$ cat config.mk
export PLATFORM = sky130hd
export DESIGN_NAME = sp_gearbox_flat
export DESIGN_NICKNAME = d
export VERILOG_FILES = /design/src/rtl/sp_pkg.sv /design/src/rtl/sp_gearbox_if.sv /design/src/rtl/sp_bit_reverse.sv /design/src/rtl/sp_gearbox.sv /design/src/flat_wrapper.sv
export SDC_FILE = /design/constraint.sdc
export NUM_CORES = 1
export LEC_CHECK = 0
export BUFFER_PORTS_ARGS = -buffer_cell sky130_fd_sc_hd__buf_4
export CAP_MARGIN = 20
export CORE_ASPECT_RATIO = 1.25
export CORE_MARGIN = 1
export CORE_UTILIZATION = 45
export CTS_BUF_LIST = sky130_fd_sc_hd__clkbuf_8
export DETAILED_ROUTE_END_ITERATION = 12
export GPL_TIMING_DRIVEN = 1
export PLACE_DENSITY = 0.65
export SYNTH_ARGS = -nofsm -noshare
export SYNTH_HDL_FRONTEND = slang
export SYNTH_HIERARCHICAL = 1
export SYNTH_SLANG_ARGS = --single-unit
$ cat constraint.sdc
create_clock -name clk -period 3.15 [get_ports clk]
set_input_delay 0.63 -clock clk [delete_from_list [all_inputs] [get_ports clk]]
set_output_delay 0.63 -clock clk [all_outputs]
set_load 0.03 [all_outputs]
$ cat src/rtl/sp_pkg.sv
// sp_pkg: shared definitions for the serial/parallel gearbox.
//   - mode encodings carried on the mode input
//   - FSM state type
//   - beat counter width helper
package sp_pkg;

  localparam logic [1:0] MODE_S2P  = 2'b00;  // serial in, parallel out
  localparam logic [1:0] MODE_P2S  = 2'b01;  // parallel in, serial out
  localparam logic [1:0] MODE_PASS = 2'b10;  // registered pass-through
  localparam logic [1:0] MODE_REV  = 2'b11;  // registered bit-reversed pass

  typedef enum logic [1:0] {
    IDLE    = 2'd0,
    COLLECT = 2'd1,
    EMIT    = 2'd2,
    HOLD    = 2'd3
  } state_t;

  // Beat counter width: max(1, clog2(chunks per word)).
  function automatic int cnt_w(input int nch);
    return (nch < 2) ? 1 : $clog2(nch);
  endfunction

endpackage

$ cat src/rtl/sp_gearbox_if.sv
// sp_gearbox_if: handshake bundle of the gearbox.
//   mode/msb_first/in_data/in_valid -> in_ready : input side
//   out_data/out_valid/out_last     <- out_ready: output side
//   out_parity exists only when SP_GEARBOX_PARITY_EN is defined.
// Modports: master = producer/consumer around the block, slave = the block.
interface sp_gearbox_if #(parameter int N = 8);
  logic [1:0]   mode;
  logic         msb_first;
  logic [N-1:0] in_data;
  logic         in_valid;
  logic         in_ready;
  logic [N-1:0] out_data;
  logic         out_valid;
  logic         out_ready;
  logic         out_last;
`ifdef SP_GEARBOX_PARITY_EN
  logic         out_parity;

  modport master (output mode, msb_first, in_data, in_valid, out_ready,
                  input  in_ready, out_data, out_valid, out_last, out_parity);
  modport slave  (input  mode, msb_first, in_data, in_valid, out_ready,
                  output in_ready, out_data, out_valid, out_last, out_parity);
`else
  modport master (output mode, msb_first, in_data, in_valid, out_ready,
                  input  in_ready, out_data, out_valid, out_last);
  modport slave  (input  mode, msb_first, in_data, in_valid, out_ready,
                  output in_ready, out_data, out_valid, out_last);
`endif
endinterface

$ cat src/rtl/sp_bit_reverse.sv
// sp_bit_reverse: combinational bit reversal, d_o[i] = d_i[N-1-i].
//   d_i : N-bit input word
//   d_o : N-bit reversed word
module sp_bit_reverse #(
  parameter int N = 8
) (
  input  logic [N-1:0] d_i,
  output logic [N-1:0] d_o
);

  for (genvar i = 0; i < N; i++) begin : g_rev
    assign d_o[i] = d_i[N-1-i];
  end

endmodule

$ cat src/rtl/sp_gearbox.sv
// sp_gearbox: serial<->parallel gearbox with registered pass modes.
//   clk  : rising-edge clock
//   rst  : synchronous active-high reset
//   bus  : sp_gearbox_if.slave (mode, msb_first, in_* handshake, out_* handshake)
// Modes: S2P assembles N/L chunks of L bits into a word, P2S emits a word as
// N/L chunks on out_data[L-1:0], PASS/REV register a word (REV bit-reversed).
// Optional feature: define SP_GEARBOX_PARITY_EN to add bus.out_parity
// (XOR of the latched word while out_valid, else 0).
module sp_gearbox
  import sp_pkg::*;
#(
  parameter int N = 8,
  parameter int L = 1
) (
  input  logic          clk,
  input  logic          rst,
  sp_gearbox_if.slave   bus
);

  localparam int NCH = N / L;
  localparam int CW  = cnt_w(NCH);
  localparam logic [CW-1:0] LAST = CW'(NCH - 1);

  state_t        state_q, state_d;
  logic [CW-1:0] cnt_q, cnt_d;
  logic [N-1:0]  data_q, data_d;
  logic [1:0]    mode_q, mode_d;
  logic          msb_q, msb_d;

  logic          in_rdy_w, accept_w, msb_eff_w;
  logic [CW-1:0] slot_w;
  logic [N-1:0]  ins_w, rev_w;
  logic [L-1:0]  chunk_w;

  sp_bit_reverse #(.N(N)) u_rev (
    .d_i (bus.in_data),
    .d_o (rev_w)
  );

  assign in_rdy_w = ~rst & ((state_q == IDLE) | (state_q == COLLECT));
  assign accept_w = bus.in_valid & in_rdy_w;

  // The first beat of a word is taken in IDLE, before msb_first is latched,
  // so the live input decides the chunk order there.
  assign msb_eff_w = (state_q == IDLE) ? bus.msb_first : msb_q;
  assign slot_w    = msb_eff_w ? (LAST - cnt_q) : cnt_q;

  // S2P: drop the incoming chunk into its slot; a new word starts from zero.
  always_comb begin
    ins_w = (state_q == IDLE) ? '0 : data_q;
    for (int c = 0; c < NCH; c++)
      if (CW'(c) == slot_w) ins_w[c*L +: L] = bus.in_data[L-1:0];
  end

  // P2S: chunk currently presented.
  always_comb begin
    chunk_w = '0;
    for (int c = 0; c < NCH; c++)
      if (CW'(c) == slot_w) chunk_w = data_q[c*L +: L];
  end

  always_comb begin
    state_d = state_q;
    cnt_d   = cnt_q;
    data_d  = data_q;
    mode_d  = mode_q;
    msb_d   = msb_q;
    case (state_q)
      IDLE: if (accept_w) begin
        mode_d = bus.mode;
        msb_d  = bus.msb_first;
        cnt_d  = '0;
        case (bus.mode)
          MODE_S2P: begin
            data_d  = ins_w;
            cnt_d   = CW'(1);
            state_d = COLLECT;
          end
          MODE_P2S: begin
            data_d  = bus.in_data;
            state_d = EMIT;
          end
          MODE_PASS: begin
            data_d  = bus.in_data;
            state_d = HOLD;
          end
          default: begin
            data_d  = rev_w;
            state_d = HOLD;
          end
        endcase
      end
      COLLECT: if (accept_w) begin
        data_d = ins_w;
        if (cnt_q == LAST) begin
          cnt_d   = '0;
          state_d = HOLD;
        end else begin
          cnt_d = cnt_q + CW'(1);
        end
      end
      EMIT: if (bus.out_ready) begin
        if (cnt_q == LAST) begin
          cnt_d   = '0;
          state_d = IDLE;
        end else begin
          cnt_d = cnt_q + CW'(1);
        end
      end
      HOLD: if (bus.out_ready) begin
        cnt_d   = '0;
        state_d = IDLE;
      end
      default: state_d = IDLE;
    endcase
  end

  always_ff @(posedge clk) begin
    if (rst) begin
      state_q <= IDLE;
      cnt_q   <= '0;
      data_q  <= '0;
      mode_q  <= MODE_S2P;
      msb_q   <= 1'b0;
    end else begin
      state_q <= state_d;
      cnt_q   <= cnt_d;
      data_q  <= data_d;
      mode_q  <= mode_d;
      msb_q   <= msb_d;
    end
  end

  always_comb begin
    bus.out_data = '0;
    if (state_q == HOLD)      bus.out_data = data_q;
    else if (state_q == EMIT) bus.out_data[L-1:0] = chunk_w;
  end

  assign bus.in_ready  = in_rdy_w;
  assign bus.out_valid = (state_q == EMIT) | (state_q == HOLD);
  assign bus.out_last  = (state_q == HOLD) | ((state_q == EMIT) & (cnt_q == LAST));

`ifdef SP_GEARBOX_PARITY_EN
  assign bus.out_parity = bus.out_valid & (^data_q);
`else
`endif

endmodule

$ cat src/flat_wrapper.sv
// flat-port wrapper written by rule: the top's interface ports become plain ports
module sp_gearbox_flat import sp_pkg::*;
#(
  parameter int N = 8,
  parameter int L = 1
)
  (clk, rst, bus_mode, bus_msb_first, bus_in_data, bus_in_valid, bus_out_ready, bus_in_ready, bus_out_data, bus_out_valid, bus_out_last);
  sp_gearbox_if #(.N(N)) bus_i ();
  input  logic clk;
  input  logic rst;
  input wire logic [$bits(bus_i.mode)-1:0] bus_mode;
  input wire logic [$bits(bus_i.msb_first)-1:0] bus_msb_first;
  input wire logic [$bits(bus_i.in_data)-1:0] bus_in_data;
  input wire logic [$bits(bus_i.in_valid)-1:0] bus_in_valid;
  input wire logic [$bits(bus_i.out_ready)-1:0] bus_out_ready;
  output wire logic [$bits(bus_i.in_ready)-1:0] bus_in_ready;
  output wire logic [$bits(bus_i.out_data)-1:0] bus_out_data;
  output wire logic [$bits(bus_i.out_valid)-1:0] bus_out_valid;
  output wire logic [$bits(bus_i.out_last)-1:0] bus_out_last;
  assign bus_i.mode = bus_mode;
  assign bus_i.msb_first = bus_msb_first;
  assign bus_i.in_data = bus_in_data;
  assign bus_i.in_valid = bus_in_valid;
  assign bus_i.out_ready = bus_out_ready;
  assign bus_in_ready = bus_i.in_ready;
  assign bus_out_data = bus_i.out_data;
  assign bus_out_valid = bus_i.out_valid;
  assign bus_out_last = bus_i.out_last;
  sp_gearbox #(.N(N), .L(L)) u_core (.clk(clk), .rst(rst), .bus(bus_i));
endmodule
# After elaboration in Yosys (flattened, before gate mapping)
# Cells that the tools add are included.
[word_totals]
elab_cells = 82
out_inout_bits = 11
reg_bits = 14
[classes]
n_addsub = 2
bitwise_logic = 7
n_reduce_logical = 9
n_eq_ne = 19
n_mux = 41
[ops]
columns = ["operator", "count"]
rows = [
  ["8-bit case mux with 2 select lines", 2],
  ["8-bit 2-to-1 mux", 3],
  ["1-bit 2-to-1 mux", 20],
  ["3-bit 2-to-1 mux", 6],
  ["3-bit == test (first input constant)", 4],
  ["2-bit 2-to-1 mux", 6],
  ["3-bit case mux with 4 select lines", 1],
  ["2-bit case mux with 4 select lines", 1],
  ["7-bit 2-to-1 mux", 1],
  ["2-bit == test (second input constant)", 3],
  ["2-bit by 3-bit == test with 1-bit output (first input constant)", 2],
  ["2-bit by 1-bit inequality test with 1-bit output (second input constant)", 3],
  ["2-bit inequality test (second input constant)", 3],
  ["6-bit AND reduction", 1],
  ["2-bit by 1-bit == test with 1-bit output (second input constant)", 2],
  ["2-bit zero test", 2],
  ["2-bit case mux with 2 select lines", 1],
  ["4-bit AND reduction", 1],
  ["3-bit by 1-bit adder with 3-bit output (second input constant)", 1],
  ["1-bit AND", 3],
  ["1-bit by 3-bit == test with 1-bit output (first input constant)", 1],
  ["3-bit == test (second input constant)", 1],
  ["3-bit zero test", 1],
  ["1-bit OR", 3],
  ["other kinds (6)", 6],
]

# Logic depth before layout (Yosys ltp)
[depth]
depth_word = 14
depth_mapped = 10
mapped_depth_nobuf = 7

# Cells and area by module
# The synthesis kept the hierarchy.
[by_module_without_submodules]
columns = ["module", "area_each_um2", "cells_each", "instances"]
rows = [
  ["sp_gearbox", 1810.5, 254, 1],
  ["sp_bit_reverse", 60.1, 8, 1],
]

# Worst setup path after synthesis
# OpenSTA, ideal clock, no wires.
[synth_timing]
kind = "reg-to-output"
startpoint = "register u_core.state_q[0]"
endpoint = "output bus_out_data[0]"
required_time_ns = 2.520
path_stages_with_launch = 11
setup_slack_ns = 0.211
n_path_buf = 3
t_arrival_ns = 2.309
cell_sequence = "dfxtp_1 inv_1 ha_1 buf_6 mux2i_2 buf_6 buf_8 mux2i_1 a2bb2oi_2 nand2_1 o311ai_1"
[synth_via]
elab_chain_cells = 14
elab_cells_between_ends = 23
classes_between = "eq/ne (9); mux (12); reduce/logical (2)"
[synth_lines]
columns = ["item", "line_no", "rtl"]
rows = [
  ["start: declaration", "sp_gearbox.sv:24", "state_t state_q, state_d;"],
  ["start signal: assignment", "sp_gearbox.sv:126", "state_q <= state_d;"],
  ["2-bit zero test", "sp_gearbox.sv:45", "assign msb_eff_w = (state_q == IDLE) ? bus.msb_first : msb_q;"],
  ["1-bit 2-to-1 mux", "sp_gearbox.sv:45", ""],
  ["3-bit 2-to-1 mux", "sp_gearbox.sv:46", "assign slot_w = msb_eff_w ? (LAST - cnt_q) : cnt_q;"],
  ["3-bit zero test", "sp_gearbox.sv:59", "if (CW'(c) == slot_w) chunk_w = data_q[c*L +: L];"],
  ["1-bit 2-to-1 mux (8 in series)", "sp_gearbox.sv:59", ""],
  ["1-bit 2-to-1 mux", "sp_gearbox.sv:137", "else if (state_q == EMIT) bus.out_data[L-1:0] = chunk_w;"],
  ["1-bit 2-to-1 mux (*)", "sp_gearbox.sv:136", "if (state_q == HOLD) bus.out_data = data_q;"],
  ["end: declaration", "flat_wrapper.sv:17", "output wire logic [$bits(bus_i.out_data)-1:0] bus_out_data;"],
]
# Mark *: on every way between the ends. The rest lies on a longest branch, timed or not.

# Worst setup path in the final report
# Ends and elaborated chain as after synthesis.

==> parameters.txt <==
Parameter                              Value

Status
  Outcome ... finished clean

Worst setup path
  Critical Setup Path Class ... reg -> out
  Critical path required time ... 2.52 ns
  Data arrival time of the critical path ... 2.36 ns
  Critical R2R Launch ... u_core/state_q[0]
  R2r setup slk ... 0.75 ns
  Critical path startpoint ... u_core/state_q[0]
  Startpoint Class ... flip-flop
  Number of cells on the worst reg-to-reg path ... 8
  Worst-path fanout max ... 15
  End of the worst register-to-register path ... u_core/data_q[7]
  Type of destination of the critical path ... output pin
  CP endpoint ... bus_out_data[0]

Timing
  Normalized max-slew margin ... 34.2%
  Minimum setup slack in the final design ... 0.159 ns
  Endpoints failing setup ... 0
  RSZ-0062 raised after global routing ... no
  Total count of max-transition violations in the final report ... 0
  Worst clock skew on the final layout ... 0.000846 ns
  Slew @ Worst Pin ... 0.985 ns
  Final Cycle Share ... 94.9%
  Minimum period implied by the final worst setup slack ... 2.99 ns
  Max Freq ... 0.334 GHz
  Total negative slack for setup checks ... 0 ns
  Final hold vios ... 0

Logic synthesis
  Net count after synthesis ... 288
  Synthesized area ... 0.00187 mm2
  Share of synthesized area occupied by flip-flops and latches ... 15.0%
  Prevailing post-synth register cell ... sky130_fd_sc_hd__dfxtp_1
  Async set-reset flop share out of synthesis ... 0%
  Post-synth cell types ... 57
  Proportion of netlist area held by the largest area contributor ... 15.0%
  Mean area per synthesized cell ... 7.14 um2
  Cell taking the most area after synthesis ... sky130_fd_sc_hd__dfxtp_1
  Synth Warn # ... 6
  Gate count of the mapped netlist ... 262
  Number of flip-flops and latches in the synthesized netlist ... 14
  Number of enable flip-flop cells after synthesis ... 0
  Largest cells by area after synthesis ... sky130_fd_sc_hd__dfxtp_1 (15%), sky130_fd_sc_hd__ha_1 (7.4%), sky130_fd_sc_hd__a21oi_1 (5.4%)

Drt
  Number of iterations in the first detailed-routing pass ... 5
  Via density per instance ... 5.96
  Detailed-route wire length per cell ... 14.7 um
  Number of antenna-violating nets in the routed design ... 0
  DRC violation total after the first TritonRoute iteration ... 127
  Residual DRC ... 0
  Total wire length after detailed routing ... 4.74 mm
  Vias after detailed routing ... 1,925

Die
  Number of top-level pins ... 26
  Area of the core ... 0.00388 mm2
  Initial Utilization ... 48.2%
  Die span in y ... 74.1 um
  Die width ... 59.7 um
  Die area ... 0.00442 mm2
  Total number of placement rows ... 25

Global routing
  Wire length of the first global-routing pass ... 7.88 mm
  Total track usage ... 22.8%
  Maximum number of pins on one net before global-route repair ... 32
  Vias in the first global route ... 1,670
  Global route total overflow ... 0
  Number of antenna violations at the first check in global routing ... 0

Final layout
  Most common cell after layout, fill and taps aside ... sky130_fd_sc_hd__buf_4
  Highest-count cells in the layout ignoring fill and taps ... sky130_fd_sc_hd__buf_4 (31), sky130_fd_sc_hd__nor2_1 (26), sky130_fd_sc_hd__nand2_1 (24), sky130_fd_sc_hd__a21oi_1 (20), sky130_fd_sc_hd__dfxtp_1 (14)
  Share of post-route cells with drive strength above 1 ... 15.6%
  Filler cell count ... 427
  Syn-to-layout area delta ... 9.70%
  Nets ... 296
  Antenna diode instance count ... 0

Power
  Leakage Power ... 0.000868 uW
  Areal power density over the cells ... 631 mW/mm2
  Worst-case vdd ir drop ... 0.424 mV

CTS
  Max Buffers Root-to-Sink ... 2
  Clock-pin slew on the worst setup and hold paths ... 0.06 ns
  Clock Root Buffer ... sky130_fd_sc_hd__clkbuf_8
  TritonCTS clock tree ... done
  Insertion delay to the later sink of the worst-skew pair ... 0.24 ns
  Number of buffers inserted during clock tree synthesis ... 3
  Number of buffers inserted by hold repair at cts ... 0
  Deepest level of the CTS H-tree ... 1
  Sink count of the clock tree ... 14

Placed design
  Final RePlAce weighted congestion ... 0.874
  Placement-stage worst setup slack ... 0.367 ns
  Count of buffers inserted at the top-level ports ... 25
  HPWL after DPL ... 3.51 mm

Min path
  Hold Crit Class ... reg -> reg

Job
  Number of maximum-capacitance constraint violations ... 0
[where the power goes]
part	leakage [uW]	internal, uW	switching, uW	total (uW)
combinational	0.000725	343	478	821
sequential	0.000115	221	74.2	295
clock	0.0000288	111	68.1	179
[stage by stage]
stage	utilization [%]	instances	hold WS, ns	power, uW	cell area (um2)
finish	52.9	323	0.509	1290	2050
floorplan	-	262	0.460	950	1870
detailed placement	51.3	319	0.480	1100	1990
global placement	51.3	319	0.477	1090	1990
global route	52.9	323	0.527	1400	2050
CTS	52.7	323	0.490	1280	2040
[sequential cells by signal (all words and copies together) (netlist names)]
signal          flops
u_core/cnt_q        3
u_core/msb_q        1
u_core/data_q       8
u_core/state_q      2
[worst max-delay path, cell delays in order, from the launching register on]
cell	delay, ns
sky130_fd_sc_hd__dfxtp_1	0.39
sky130_fd_sc_hd__inv_1	0.10
sky130_fd_sc_hd__ha_1	0.28
sky130_fd_sc_hd__mux2_4	0.42
sky130_fd_sc_hd__mux2i_1	0.20
sky130_fd_sc_hd__a2bb2oi_2	0.17
sky130_fd_sc_hd__nand2_1	0.06
sky130_fd_sc_hd__o311ai_1	0.26
sky130_fd_sc_hd__buf_4	0.22
[per-layer routing]
metal	vias up	wire length [um]	GRT usage [%]
li1	967	-	-
met1	882	2250	33.1
met2	72	2170	36.4
met3	4	258	1.57
met4	0	57	5.94
met5	-	0	0
[worst min path at each step]
| stage | start | end | slack [ns] | depth (start not counted) |
|---|---|---|---|---|
| 3_3_place_gp | u_core/msb_q | u_core/msb_q | 0.48 | 2 |
| 5_1_grt | u_core/msb_q | u_core/msb_q | 0.53 | 2 |
| 4_1_cts | u_core/msb_q | u_core/msb_q | 0.49 | 2 |
| 3_5_place_dp | u_core/msb_q | u_core/msb_q | 0.48 | 2 |
| 6_report | u_core/state_q[0] | u_core/state_q[0] | 0.51 | 2 |
| 2_1_floorplan | u_core/msb_q | u_core/msb_q | 0.46 | 2 |
[kinds of logic (layout without fill, tap and decap cells)]
group	count (synthesis)	count (layout)	synth area share (%)
AND/OR/NAND/NOR	109	109	30.1
AO/OA/AOI/OAI	79	79	30.0
flip-flops	14	14	15.0
buffers and inverters	40	47	12.2
adder cells (fa/ha/maj)	11	11	7.36
multiplexers	9	9	5.35
[area by class of cell]
class                           count  area (um2)  area share, %
Clock buffer                        4        55.1           2.68
Inverter                           12        45.0           2.20
Multi-Input combinational cell    208        1370           66.8
Sequential cell                    14         280           13.7
Tap cell                           54        67.6           3.29
Timing Repair Buffer               31         233           11.3
[synth_stat cells, drive strengths merged (2+ instances only)]
master	instances
mux2	2
nor2	26
and3	5
o21ai	13
nor2b	8
nand4b	2
a221oi	4
a32oi	4
nand4	3
o221ai	2
o31a	4
nor3b	4
and2	7
o311ai	2
inv	11
a21o	7
buf	23
a211o	2
clkbuf	5
nand3	12
nand2	24
ha	11
nor3	2
a211oi	4
a21oi	20
nand2b	12
mux2i	7
o211ai	2
dfxtp	14
[what timing repair did]
item,CTS,global route
endpoints found under the hold margin,0,0
buffers inserted,0,0
setup endpoints to repair,0,1
gates resized for setup,0,1
(Power assumes the default switching activity.)
